File: src/rtl/store_align_unit_if.sv
`default_nettype none
// ============================================================================
// Module      : store_align_unit_if
// Description : Signal bundle for store_align_unit. Carries the pipeline
//               store handshake (st_*), the data-bus write request (dreq_*),
//               the bus response (dresp_*) and the completion/status flags.
//               Modports:
//                 slave  - the store_align_unit itself
//                 master - the surrounding pipeline/bus environment
// Revision    : 1.0 - initial release
// ============================================================================
interface store_align_unit_if;

    // pipeline store request
    logic        st_valid;
    logic        st_ready;
    logic [63:0] st_addr;
    logic [63:0] st_data;
    logic [2:0]  st_msize;

    // data-bus write request
    logic        dreq_valid;
    logic [63:0] dreq_addr;
    logic [2:0]  dreq_size;
    logic [7:0]  dreq_strobe;
    logic [63:0] dreq_data;

    // data-bus response
    logic        dresp_addr_ok;
    logic        dresp_data_ok;

    // completion / status back to the pipeline
    logic        done;
    logic        bus_err;
    logic        busy;

    modport slave (
        input  st_valid, st_addr, st_data, st_msize,
        input  dresp_addr_ok, dresp_data_ok,
        output st_ready,
        output dreq_valid, dreq_addr, dreq_size, dreq_strobe, dreq_data,
        output done, bus_err, busy
    );

    modport master (
        output st_valid, st_addr, st_data, st_msize,
        output dresp_addr_ok, dresp_data_ok,
        input  st_ready,
        input  dreq_valid, dreq_addr, dreq_size, dreq_strobe, dreq_data,
        input  done, bus_err, busy
    );

endinterface : store_align_unit_if
`default_nettype wire

File: src/rtl/store_align_unit.sv
`default_nettype none
// ============================================================================
// Module      : store_align_unit
// Description : Store-side aligner of the memory stage. Accepts one store per
//               handshake, replicates the register data into the addressed
//               byte lanes, builds the 8-bit write strobe and runs a single
//               data-bus write transaction, reporting done or bus_err.
// Ports       : clk     - clock, rising edge
//               resetn  - asynchronous active-low reset
//               sau     - store_align_unit_if.slave (st_*, dreq_*, dresp_*,
//                         done, bus_err, busy)
// Parameters  : TIMEOUT_CYCLES - cycles allowed in REQ+WAIT (0 = no timeout)
//               CNT_W          - timeout counter width, 2^CNT_W > TIMEOUT_CYCLES
// Options     : STORE_MISALIGN_CHECK_EN - when defined, misaligned halfword,
//               word and doubleword stores are rejected with bus_err.
// Revision    : 1.0 - initial release
// ============================================================================
module store_align_unit #(
    parameter int TIMEOUT_CYCLES = 256,
    parameter int CNT_W          = 9
) (
    input  wire logic          clk,
    input  wire logic          resetn,
    store_align_unit_if.slave  sau
);

    localparam logic [CNT_W-1:0] c_timeout    = CNT_W'(TIMEOUT_CYCLES);
    localparam bit               c_timeout_en = (TIMEOUT_CYCLES != 0);

    typedef enum logic [1:0] {
        S_IDLE = 2'd0,
        S_REQ  = 2'd1,
        S_WAIT = 2'd2
    } state_t;

    state_t           r_state;
    state_t           w_state_nxt;

    // captured request (what the bus sees)
    logic [63:0]      r_addr;
    logic [2:0]       r_size;
    logic [7:0]       r_strobe;
    logic [63:0]      r_data;

    logic [CNT_W-1:0] r_cnt;
    logic [CNT_W-1:0] w_cnt_inc;
    logic             w_timeout;

    logic             r_done;
    logic             r_bus_err;
    logic             w_done_nxt;
    logic             w_err_nxt;

    logic [63:0]      w_lane_data;
    logic [7:0]       w_lane_strobe;
    logic             w_illegal;
    logic             w_reject;
    logic             w_accept;

    // ------------------------------------------------------------------------
    // Lane build from the incoming request. The result is registered at
    // accept, so the bus only ever sees flopped values. Address bits finer
    // than the access size do not take part in lane selection.
    // ------------------------------------------------------------------------
    always_comb begin
        w_lane_data   = '0;
        w_lane_strobe = '0;
        w_illegal     = 1'b0;
        case (sau.st_msize)
            3'd0: begin
                w_lane_data   = {8{sau.st_data[7:0]}};
                w_lane_strobe = 8'b0000_0001 << sau.st_addr[2:0];
            end
            3'd1: begin
                w_lane_data   = {4{sau.st_data[15:0]}};
                w_lane_strobe = 8'b0000_0011 << {sau.st_addr[2:1], 1'b0};
            end
            3'd2: begin
                w_lane_data   = {2{sau.st_data[31:0]}};
                w_lane_strobe = 8'b0000_1111 << {sau.st_addr[2], 2'b00};
            end
            3'd3: begin
                w_lane_data   = sau.st_data;
                w_lane_strobe = 8'hFF;
            end
            default: begin
                w_illegal = 1'b1;
            end
        endcase
    end

`ifdef STORE_MISALIGN_CHECK_EN
    logic w_misalign;

    always_comb begin
        w_misalign = 1'b0;
        case (sau.st_msize)
            3'd1:    w_misalign = sau.st_addr[0];
            3'd2:    w_misalign = |sau.st_addr[1:0];
            3'd3:    w_misalign = |sau.st_addr[2:0];
            default: w_misalign = 1'b0;
        endcase
    end

    assign w_reject = w_illegal | w_misalign;
`else
    assign w_reject = w_illegal;
`endif

    assign w_accept  = sau.st_valid && (r_state == S_IDLE);
    assign w_cnt_inc = r_cnt + CNT_W'(1);
    // Fires in the cycle that completes the TIMEOUT_CYCLES-th REQ/WAIT cycle.
    assign w_timeout = c_timeout_en && (w_cnt_inc == c_timeout);

    // ------------------------------------------------------------------------
    // Next-state and pulse decode
    // ------------------------------------------------------------------------
    always_comb begin
        w_state_nxt = r_state;
        w_done_nxt  = 1'b0;
        w_err_nxt   = 1'b0;
        case (r_state)
            S_IDLE: begin
                if (w_accept) begin
                    if (w_reject) begin
                        w_err_nxt = 1'b1;
                    end else begin
                        w_state_nxt = S_REQ;
                    end
                end
            end
            S_REQ: begin
                // data_ok alone implies the address was taken as well.
                // A completion in the final allowed cycle wins over timeout.
                if (sau.dresp_data_ok) begin
                    w_state_nxt = S_IDLE;
                    w_done_nxt  = 1'b1;
                end else if (w_timeout) begin
                    w_state_nxt = S_IDLE;
                    w_err_nxt   = 1'b1;
                end else if (sau.dresp_addr_ok) begin
                    w_state_nxt = S_WAIT;
                end
            end
            S_WAIT: begin
                if (sau.dresp_data_ok) begin
                    w_state_nxt = S_IDLE;
                    w_done_nxt  = 1'b1;
                end else if (w_timeout) begin
                    w_state_nxt = S_IDLE;
                    w_err_nxt   = 1'b1;
                end
            end
            default: begin
                w_state_nxt = S_IDLE;
            end
        endcase
    end

    // ------------------------------------------------------------------------
    // State register and status pulses
    // ------------------------------------------------------------------------
    always_ff @(posedge clk or negedge resetn) begin
        if (!resetn) begin
            r_state   <= S_IDLE;
            r_done    <= 1'b0;
            r_bus_err <= 1'b0;
        end else begin
            r_state   <= w_state_nxt;
            r_done    <= w_done_nxt;
            r_bus_err <= w_err_nxt;
        end
    end

    // ------------------------------------------------------------------------
    // Request capture. Rejected stores are not captured so the bus lines keep
    // their previous values while no request is issued.
    // ------------------------------------------------------------------------
    always_ff @(posedge clk or negedge resetn) begin
        if (!resetn) begin
            r_addr   <= '0;
            r_size   <= '0;
            r_strobe <= '0;
            r_data   <= '0;
        end else if (w_accept && !w_reject) begin
            r_addr   <= sau.st_addr;
            r_size   <= sau.st_msize;
            r_strobe <= w_lane_strobe;
            r_data   <= w_lane_data;
        end
    end

    // ------------------------------------------------------------------------
    // Timeout counter: cleared on accept, counts every REQ/WAIT cycle.
    // ------------------------------------------------------------------------
    always_ff @(posedge clk or negedge resetn) begin
        if (!resetn) begin
            r_cnt <= '0;
        end else if (w_accept) begin
            r_cnt <= '0;
        end else if ((r_state == S_REQ) || (r_state == S_WAIT)) begin
            r_cnt <= w_cnt_inc;
        end
    end

    // ------------------------------------------------------------------------
    // Outputs. dreq_valid decodes straight from the state register, so the
    // asynchronous reset drops it immediately.
    // ------------------------------------------------------------------------
    assign sau.st_ready    = (r_state == S_IDLE);
    assign sau.dreq_valid  = (r_state == S_REQ);
    assign sau.dreq_addr   = r_addr;
    assign sau.dreq_size   = r_size;
    assign sau.dreq_strobe = r_strobe;
    assign sau.dreq_data   = r_data;
    assign sau.done        = r_done;
    assign sau.bus_err     = r_bus_err;
    assign sau.busy        = (r_state != S_IDLE);

endmodule : store_align_unit
`default_nettype wire

File: src/flat_wrapper.sv
// flat-port wrapper written by rule: the top's interface ports become plain ports
module store_align_unit_flat 
#(
    parameter int TIMEOUT_CYCLES = 256,
    parameter int CNT_W          = 9
)
  (clk, resetn, sau_st_valid, sau_st_addr, sau_st_data, sau_st_msize, sau_dresp_addr_ok, sau_dresp_data_ok, sau_st_ready, sau_dreq_valid, sau_dreq_addr, sau_dreq_size, sau_dreq_strobe, sau_dreq_data, sau_done, sau_bus_err, sau_busy);
  store_align_unit_if sau_i ();
  input  wire logic clk;
  input  wire logic resetn;
  input wire logic [$bits(sau_i.st_valid)-1:0] sau_st_valid;
  input wire logic [$bits(sau_i.st_addr)-1:0] sau_st_addr;
  input wire logic [$bits(sau_i.st_data)-1:0] sau_st_data;
  input wire logic [$bits(sau_i.st_msize)-1:0] sau_st_msize;
  input wire logic [$bits(sau_i.dresp_addr_ok)-1:0] sau_dresp_addr_ok;
  input wire logic [$bits(sau_i.dresp_data_ok)-1:0] sau_dresp_data_ok;
  output wire logic [$bits(sau_i.st_ready)-1:0] sau_st_ready;
  output wire logic [$bits(sau_i.dreq_valid)-1:0] sau_dreq_valid;
  output wire logic [$bits(sau_i.dreq_addr)-1:0] sau_dreq_addr;
  output wire logic [$bits(sau_i.dreq_size)-1:0] sau_dreq_size;
  output wire logic [$bits(sau_i.dreq_strobe)-1:0] sau_dreq_strobe;
  output wire logic [$bits(sau_i.dreq_data)-1:0] sau_dreq_data;
  output wire logic [$bits(sau_i.done)-1:0] sau_done;
  output wire logic [$bits(sau_i.bus_err)-1:0] sau_bus_err;
  output wire logic [$bits(sau_i.busy)-1:0] sau_busy;
  assign sau_i.st_valid = sau_st_valid;
  assign sau_i.st_addr = sau_st_addr;
  assign sau_i.st_data = sau_st_data;
  assign sau_i.st_msize = sau_st_msize;
  assign sau_i.dresp_addr_ok = sau_dresp_addr_ok;
  assign sau_i.dresp_data_ok = sau_dresp_data_ok;
  assign sau_st_ready = sau_i.st_ready;
  assign sau_dreq_valid = sau_i.dreq_valid;
  assign sau_dreq_addr = sau_i.dreq_addr;
  assign sau_dreq_size = sau_i.dreq_size;
  assign sau_dreq_strobe = sau_i.dreq_strobe;
  assign sau_dreq_data = sau_i.dreq_data;
  assign sau_done = sau_i.done;
  assign sau_bus_err = sau_i.bus_err;
  assign sau_busy = sau_i.busy;
  store_align_unit #(.TIMEOUT_CYCLES(TIMEOUT_CYCLES), .CNT_W(CNT_W)) u_core (.clk(clk), .resetn(resetn), .sau(sau_i));
endmodule
File: config.mk
export PLATFORM = sky130hd
export DESIGN_NAME = store_align_unit_flat
export DESIGN_NICKNAME = d
export VERILOG_FILES = /design/src/rtl/store_align_unit_if.sv /design/src/rtl/store_align_unit.sv /design/src/flat_wrapper.sv
export SDC_FILE = /design/constraint.sdc
export NUM_CORES = 1
export LEC_CHECK = 0
export ABC_CLOCK_PERIOD_IN_PS = 3000
export BUFFER_PORTS_ARGS = -buffer_cell sky130_fd_sc_hd__buf_2
export CAP_MARGIN = 25
export CORE_UTILIZATION = 25
export CTS_BUF_LIST = sky130_fd_sc_hd__clkbuf_2 sky130_fd_sc_hd__clkbuf_4 sky130_fd_sc_hd__clkbuf_8
export DETAILED_ROUTE_END_ITERATION = 8
export PLACE_DENSITY_LB_ADDON = 0.3
export REMOVE_ABC_BUFFERS = 1
export SYNTH_ARGS = -nofsm -noshare
export SYNTH_HDL_FRONTEND = slang
export SYNTH_SLANG_ARGS = --single-unit
File: constraint.sdc
create_clock -name clk -period 3 [get_ports clk]
set_clock_uncertainty 0.05 [all_clocks]
set_input_delay 0.3 -clock clk [delete_from_list [all_inputs] [get_ports clk]]
set_output_delay 0.3 -clock clk [all_outputs]
set_load 0.01 [all_outputs]
Word-level counts from Yosys, hierarchy flattened --
Index checks and enable logic that the tools add are counted.
Cells by class: add/sub/neg operators 1, equality and inequality tests 10, shift-type cells 3, muxes and demuxes 19, reductions and logical operators 10
Operator list (count):
- 64-bit case mux with 4 select lines | 1
- 8-bit case mux with 4 select lines | 1
- 9-bit 2-to-1 mux | 2
- 2-bit 2-to-1 mux | 7
- 9-bit by 1-bit adder with 9-bit output (second input constant) | 1
- 9-bit == test (second input constant) | 1
- 1-bit by 3-bit left shift with 8-bit output (first input constant) | 1
- 2-bit by 3-bit left shift with 8-bit output (first input constant) | 1
- 4-bit by 3-bit left shift with 8-bit output (first input constant) | 1
- 3-bit by 2-bit == test with 1-bit output (second input constant) | 2
- 1-bit 2-to-1 mux | 6
- 2-bit case mux with 3 select lines | 1
- 4-bit by 3-bit inequality test with 1-bit output (second input constant) | 1
- 4-bit AND reduction | 1
- 2-bit nonzero test | 2
- 4-bit OR reduction | 1
- 3-bit by 1-bit == test with 1-bit output (second input constant) | 1
- 3-bit zero test | 1
- 3-bit by 2-bit inequality test with 1-bit output (second input constant) | 1
- 2-bit by 1-bit == test with 1-bit output (second input constant) | 1
- 2-bit == test (second input constant) | 1
- 1-bit logical AND | 2
- 2-bit zero test | 1
- 2-bit by 1-bit inequality test with 1-bit output (second input constant) | 1
- 4 further kinds | 4
Storage, ports and cells: register bits after elaboration 152, input bits 136, logic and storage cells 51

Longest topological paths before layout --
depth in word-level cells 5, mapped depth 10

Worst setup path before layout --
Ideal clock, no wire load.
path type reg2reg, start point reg u_core.r_cnt[0], end point reg u_core.r_state[0], arrival 1910 ps, data required time 2824 ps, slack 914 ps, cell stages (with the launch flop) 8, path buffers 1, period minus slack after synthesis 2086 ps, cells stage by stage dfrtp_1 > ha_1 > buf_6 > or3_1 > o31ai_4 > o2111ai_2 > or2_0 > a221o_1
On the way: cells in the longest elaborated chain, start to end 5, elaborated cells on any way between the ends 8, those cells by class 1 x add/sub; 3 x eq/ne; 3 x mux; 1 x reduce/logical
Ends and longest elaborated chain:
- start, declared | line store_align_unit.sv:45 | logic [CNT_W-1:0] r_cnt;
- start signal, assigned | line store_align_unit.sv:202 | r_cnt <= w_cnt_inc;
- 9-bit by 1-bit adder with 9-bit output * | line store_align_unit.sv:111 | assign w_cnt_inc = r_cnt + CNT_W'(1);
- 9-bit == test * | line store_align_unit.sv:113 | assign w_timeout = c_timeout_en && (w_cnt_inc == c_timeout);
- 2-bit 2-to-1 mux | line store_align_unit.sv:138 | end else if (w_timeout) begin
- 2-bit 2-to-1 mux | line store_align_unit.sv:135 | if (sau.dresp_data_ok) begin
- 2-bit case mux with 3 select lines | line store_align_unit.sv:122 | case (r_state)
- end signal, assigned | line store_align_unit.sv:169 | r_state <= w_state_nxt;
- end, declared | line store_align_unit.sv:36 | state_t r_state;
Every way passes the cells marked *; elsewhere a longest branch is shown, timed or not. A chain may end at the register's enable or synchronous reset.

Worst setup path in the final report --
Ends and elaborated chain as after synthesis.

==> metrics.cfg <==
[power]
p_comb_frac=0.378
power.total_mw=7.89
power_frac_seq=0.431
clkPwrFrac=0.191
powerDensity_nw_per_um2=828
p_leak_nw=5.01
intPower_mw=4.83
switching_power_mw=3.05
vdd_ir_drop_max_mv=0.336
netSwitchingFraction=0.387

[sta]
grt_setup_unrepaired=no
slew_viol_final=0
setup_viol=0
timing.fmax_ghz=0.449
finalCritPeriodShare=0.743
worst_pin_slew_ns=0.743
max_slew_margin=0.505
layout_min_cycle_time_ns=2.23
hold_violations=0

[cells_and_area]
area_growth_pct=40.3
nets=1219
antenna_cells=0
final_layout_size_suffix_gt1_frac=0.312
final_util=0.361

[clocking]
cts_inserted_buffers=17
cts.sinks=152
cts_tree=done
clkLatencyLatePin_ns=0.44
post_cts_buffers=0
cts-root-buf=clkbuf_8
cts_buffer_depth=2
cts_max_level=4
cts.reportedPaths.clkPinSlew_ns=0.09
cts.repair.resized=0
cts_hold_buffers=63

[worst_hold_path]
holdPathStages=3
min_to=u_core.sau.dreq_data[2]
worstHoldPathType=in2reg
min_from=sau_st_data[2]

[worst_setup_path]
ff2ff_path_depth=6
path_cells=ha_1 > or3_1 > o31ai_4 > o2111ai_2 > or2_0 > a221o_1
cp_slowest_cell=dfrtp_1
arrival_ns=2.50
end_kind=flip-flop
worstPathRequired_ns=3.28
reg2reg_from=u_core.r_cnt[0]
crit_path_max_fanout=8
slowest_delay_ns=0.47
crit_type=reg2reg
cp-start-kind=flip-flop
reg2reg_slack_ns=0.77
regToRegEndpoint=u_core.r_state[0]

[grt]
grt-ovfl-total=0
grt_max_degree=88
track_usage=0.165
grt_pass1_wl_um=35700
grt_pass1_vias=6431
antenna_found_initial=1

[floorplanning]
fp-row-count=59
floorplan.initialDensity=0.258
ios=280
dieArea_sq_um=27800
fp.dieH_um=167
fp.dieW_um=167
core_sq_um=26400

[logic_synthesis]
synthFlopType=dfrtp_1
synth_largest_area_cell=dfrtp_1
synth_cells=752
yosysSeqAreaShare=0.560
netlist.area_leader.share=0.560
synth_seq_cells=152
syn_area_sq_um=6790
async_flop_share=1.00
yosys_warnings=0
syn_area_per_cell_sq_um=9.03
synth_edf_count=0
synthDistinctLibCells=48
synthTopCellsByArea=dfrtp_1 (56%), nand2_1 (16%), o21ai_0 (4.2%), a21oi_1 (2.9%), mux2i_1 (2.4%)

[place]
hpwl_um=15400
portBuffers=279
gp_congestion=0.757

[drt]
ant_nets=0
drc=0
totalWireLength_um=22500
vias_per_cell=4.50
dr.pass1.iters=4
wire_per_inst_um=15.8
vias=6413
drtIter0Drc=389

[run]
drv_cap=0

[outcome]
status=finished clean

-- routing by layer --
layer	share of wire	global-route usage	up-vias
li1	-	-	3152
met1	0.44	0.206	3047
met2	0.49	0.278	181
met3	0.050	0.0418	31
met4	0.021	0.0543	2
met5	0.00058	0	-
-- critical path, delay by kind of cell (launching register included) --
kind                       cells  cell delay, ns
DFF                            1            0.47
and+or+nand+nor                2            0.68
AOI/OAI and AO/OA              3            0.57
adders and majority gates      1            0.34
-- power groups by stage --
stage	registers [mW]	logic (mW)	clock network, mW
final	3.40	2.98	1.51
after global routing	3.52	3.34	1.66
after CTS	3.40	3.03	1.58
after detailed placement	3.43	2.96	0
after global placement	3.42	2.93	0
after floorplan	3.85	1.02	0
-- cell usage after synthesis (all sizes together) (2+ instances only) --
master and number:
or3 6, nor2b 4, nand4 5, inv 9
dfrtp 152, o22a 3, o21ai 57, and2 5
a31oi 5, o22ai 5, xor2 4, nor3 4
a21oi 40, ha 6, nand2 293, nor2 26
nand3 21, mux2 3, and3 2, xnor2 2
or2 3, buf 20, mux2i 16, nand3b 2
clkbuf 29, a221oi 16, nor4 2
-- how the worst max path moves through the flow --
stage                      startpoint                         to  slack (ns)  depth (start not counted)
floorplan           u_core.r_state[0]  u_core.sau.dreq_strobe[6]       -1.30                          7
global placement      u_core.r_cnt[0]          u_core.r_state[0]        0.82                          6
detailed placement  u_core.r_state[1]   u_core.sau.dreq_addr[34]        0.78                          7
CTS                 u_core.r_state[0]   u_core.sau.dreq_addr[34]        0.75                          7
global route        u_core.r_state[0]   u_core.sau.dreq_data[58]        0.54                          7
finish                u_core.r_cnt[0]          u_core.r_state[0]        0.77                          6
-- state kept, by name, summed over array words and instances (netlist names) --
signal and flops:
u_core.sau.dreq_addr 64, u_core.r_state 2, u_core.r_cnt 9, u_core.sau.done 1, u_core.sau.dreq_size 3, u_core.sau.dreq_strobe 8, u_core.sau.dreq_data 64, u_core.sau.bus_err 1
-- stage by stage --
stage	hold slack (ns)	TNS [ns]	instance area, sq um	std cells	worst slack, ns
2_1_floorplan	-0.0456	-118.04	6550	703	-1.30
3_3_place_gp	0.349	0	8530	1330	0.823
3_5_place_dp	0.338	0	8530	1330	0.783
4_1_cts	0.000512	0	9520	1425	0.753
5_1_grt	0.0211	0	9520	1425	0.540
6_report	0.0468	0	9520	1425	0.772
-- layout make-up --
type                            instances  area [sq um]
Multi-Input combinational cell        542          2730
Clock inverter                         12           105
Clock buffer                           20           256
Sequential cell                       152          3800
Tap cell                              335           419
Inverter                                9          33.8
Fill cell                            2752         16800
Timing Repair Buffer                  355          2180
-- placed cells by master (no fill, tap or decap), types with 4 or more instances in the layout --
| cell | Yosys | routed |
|---|---|---|
| dlygate4sd3_1 | 0 | 63 |
| nor2_1 | 26 | 26 |
| nand4_1 | 4 | 4 |
| nand3_1 | 20 | 20 |
| buf_12 | 0 | 4 |
| clkinv_2 | 0 | 5 |
| and2_1 | 5 | 4 |
| o22ai_1 | 5 | 5 |
| o21ai_0 | 57 | 57 |
| dfrtp_1 | 152 | 152 |
| ha_1 | 6 | 6 |
| nor2b_1 | 4 | 4 |
| clkinv_4 | 0 | 4 |
| nand2_1 | 293 | 292 |
| or3_1 | 4 | 4 |
| clkbuf_8 | 1 | 17 |
| a221oi_1 | 16 | 16 |
| a21oi_1 | 40 | 40 |
| buf_4 | 0 | 9 |
| inv_1 | 9 | 9 |
| buf_2 | 11 | 278 |
| xor2_1 | 4 | 4 |
| mux2i_1 | 16 | 16 |
| a31oi_1 | 5 | 5 |
-- cells by family after synthesis --
group,Yosys count,synth area share
xor+xnor,6,0.00774
simple gates,378,0.235
fa+ha+maj,6,0.0111
mux,19,0.0286
compound gates,133,0.117
flops,152,0.560
buf+inv,58,0.0400
No activity file was read; power rests on OpenSTA's default activity.
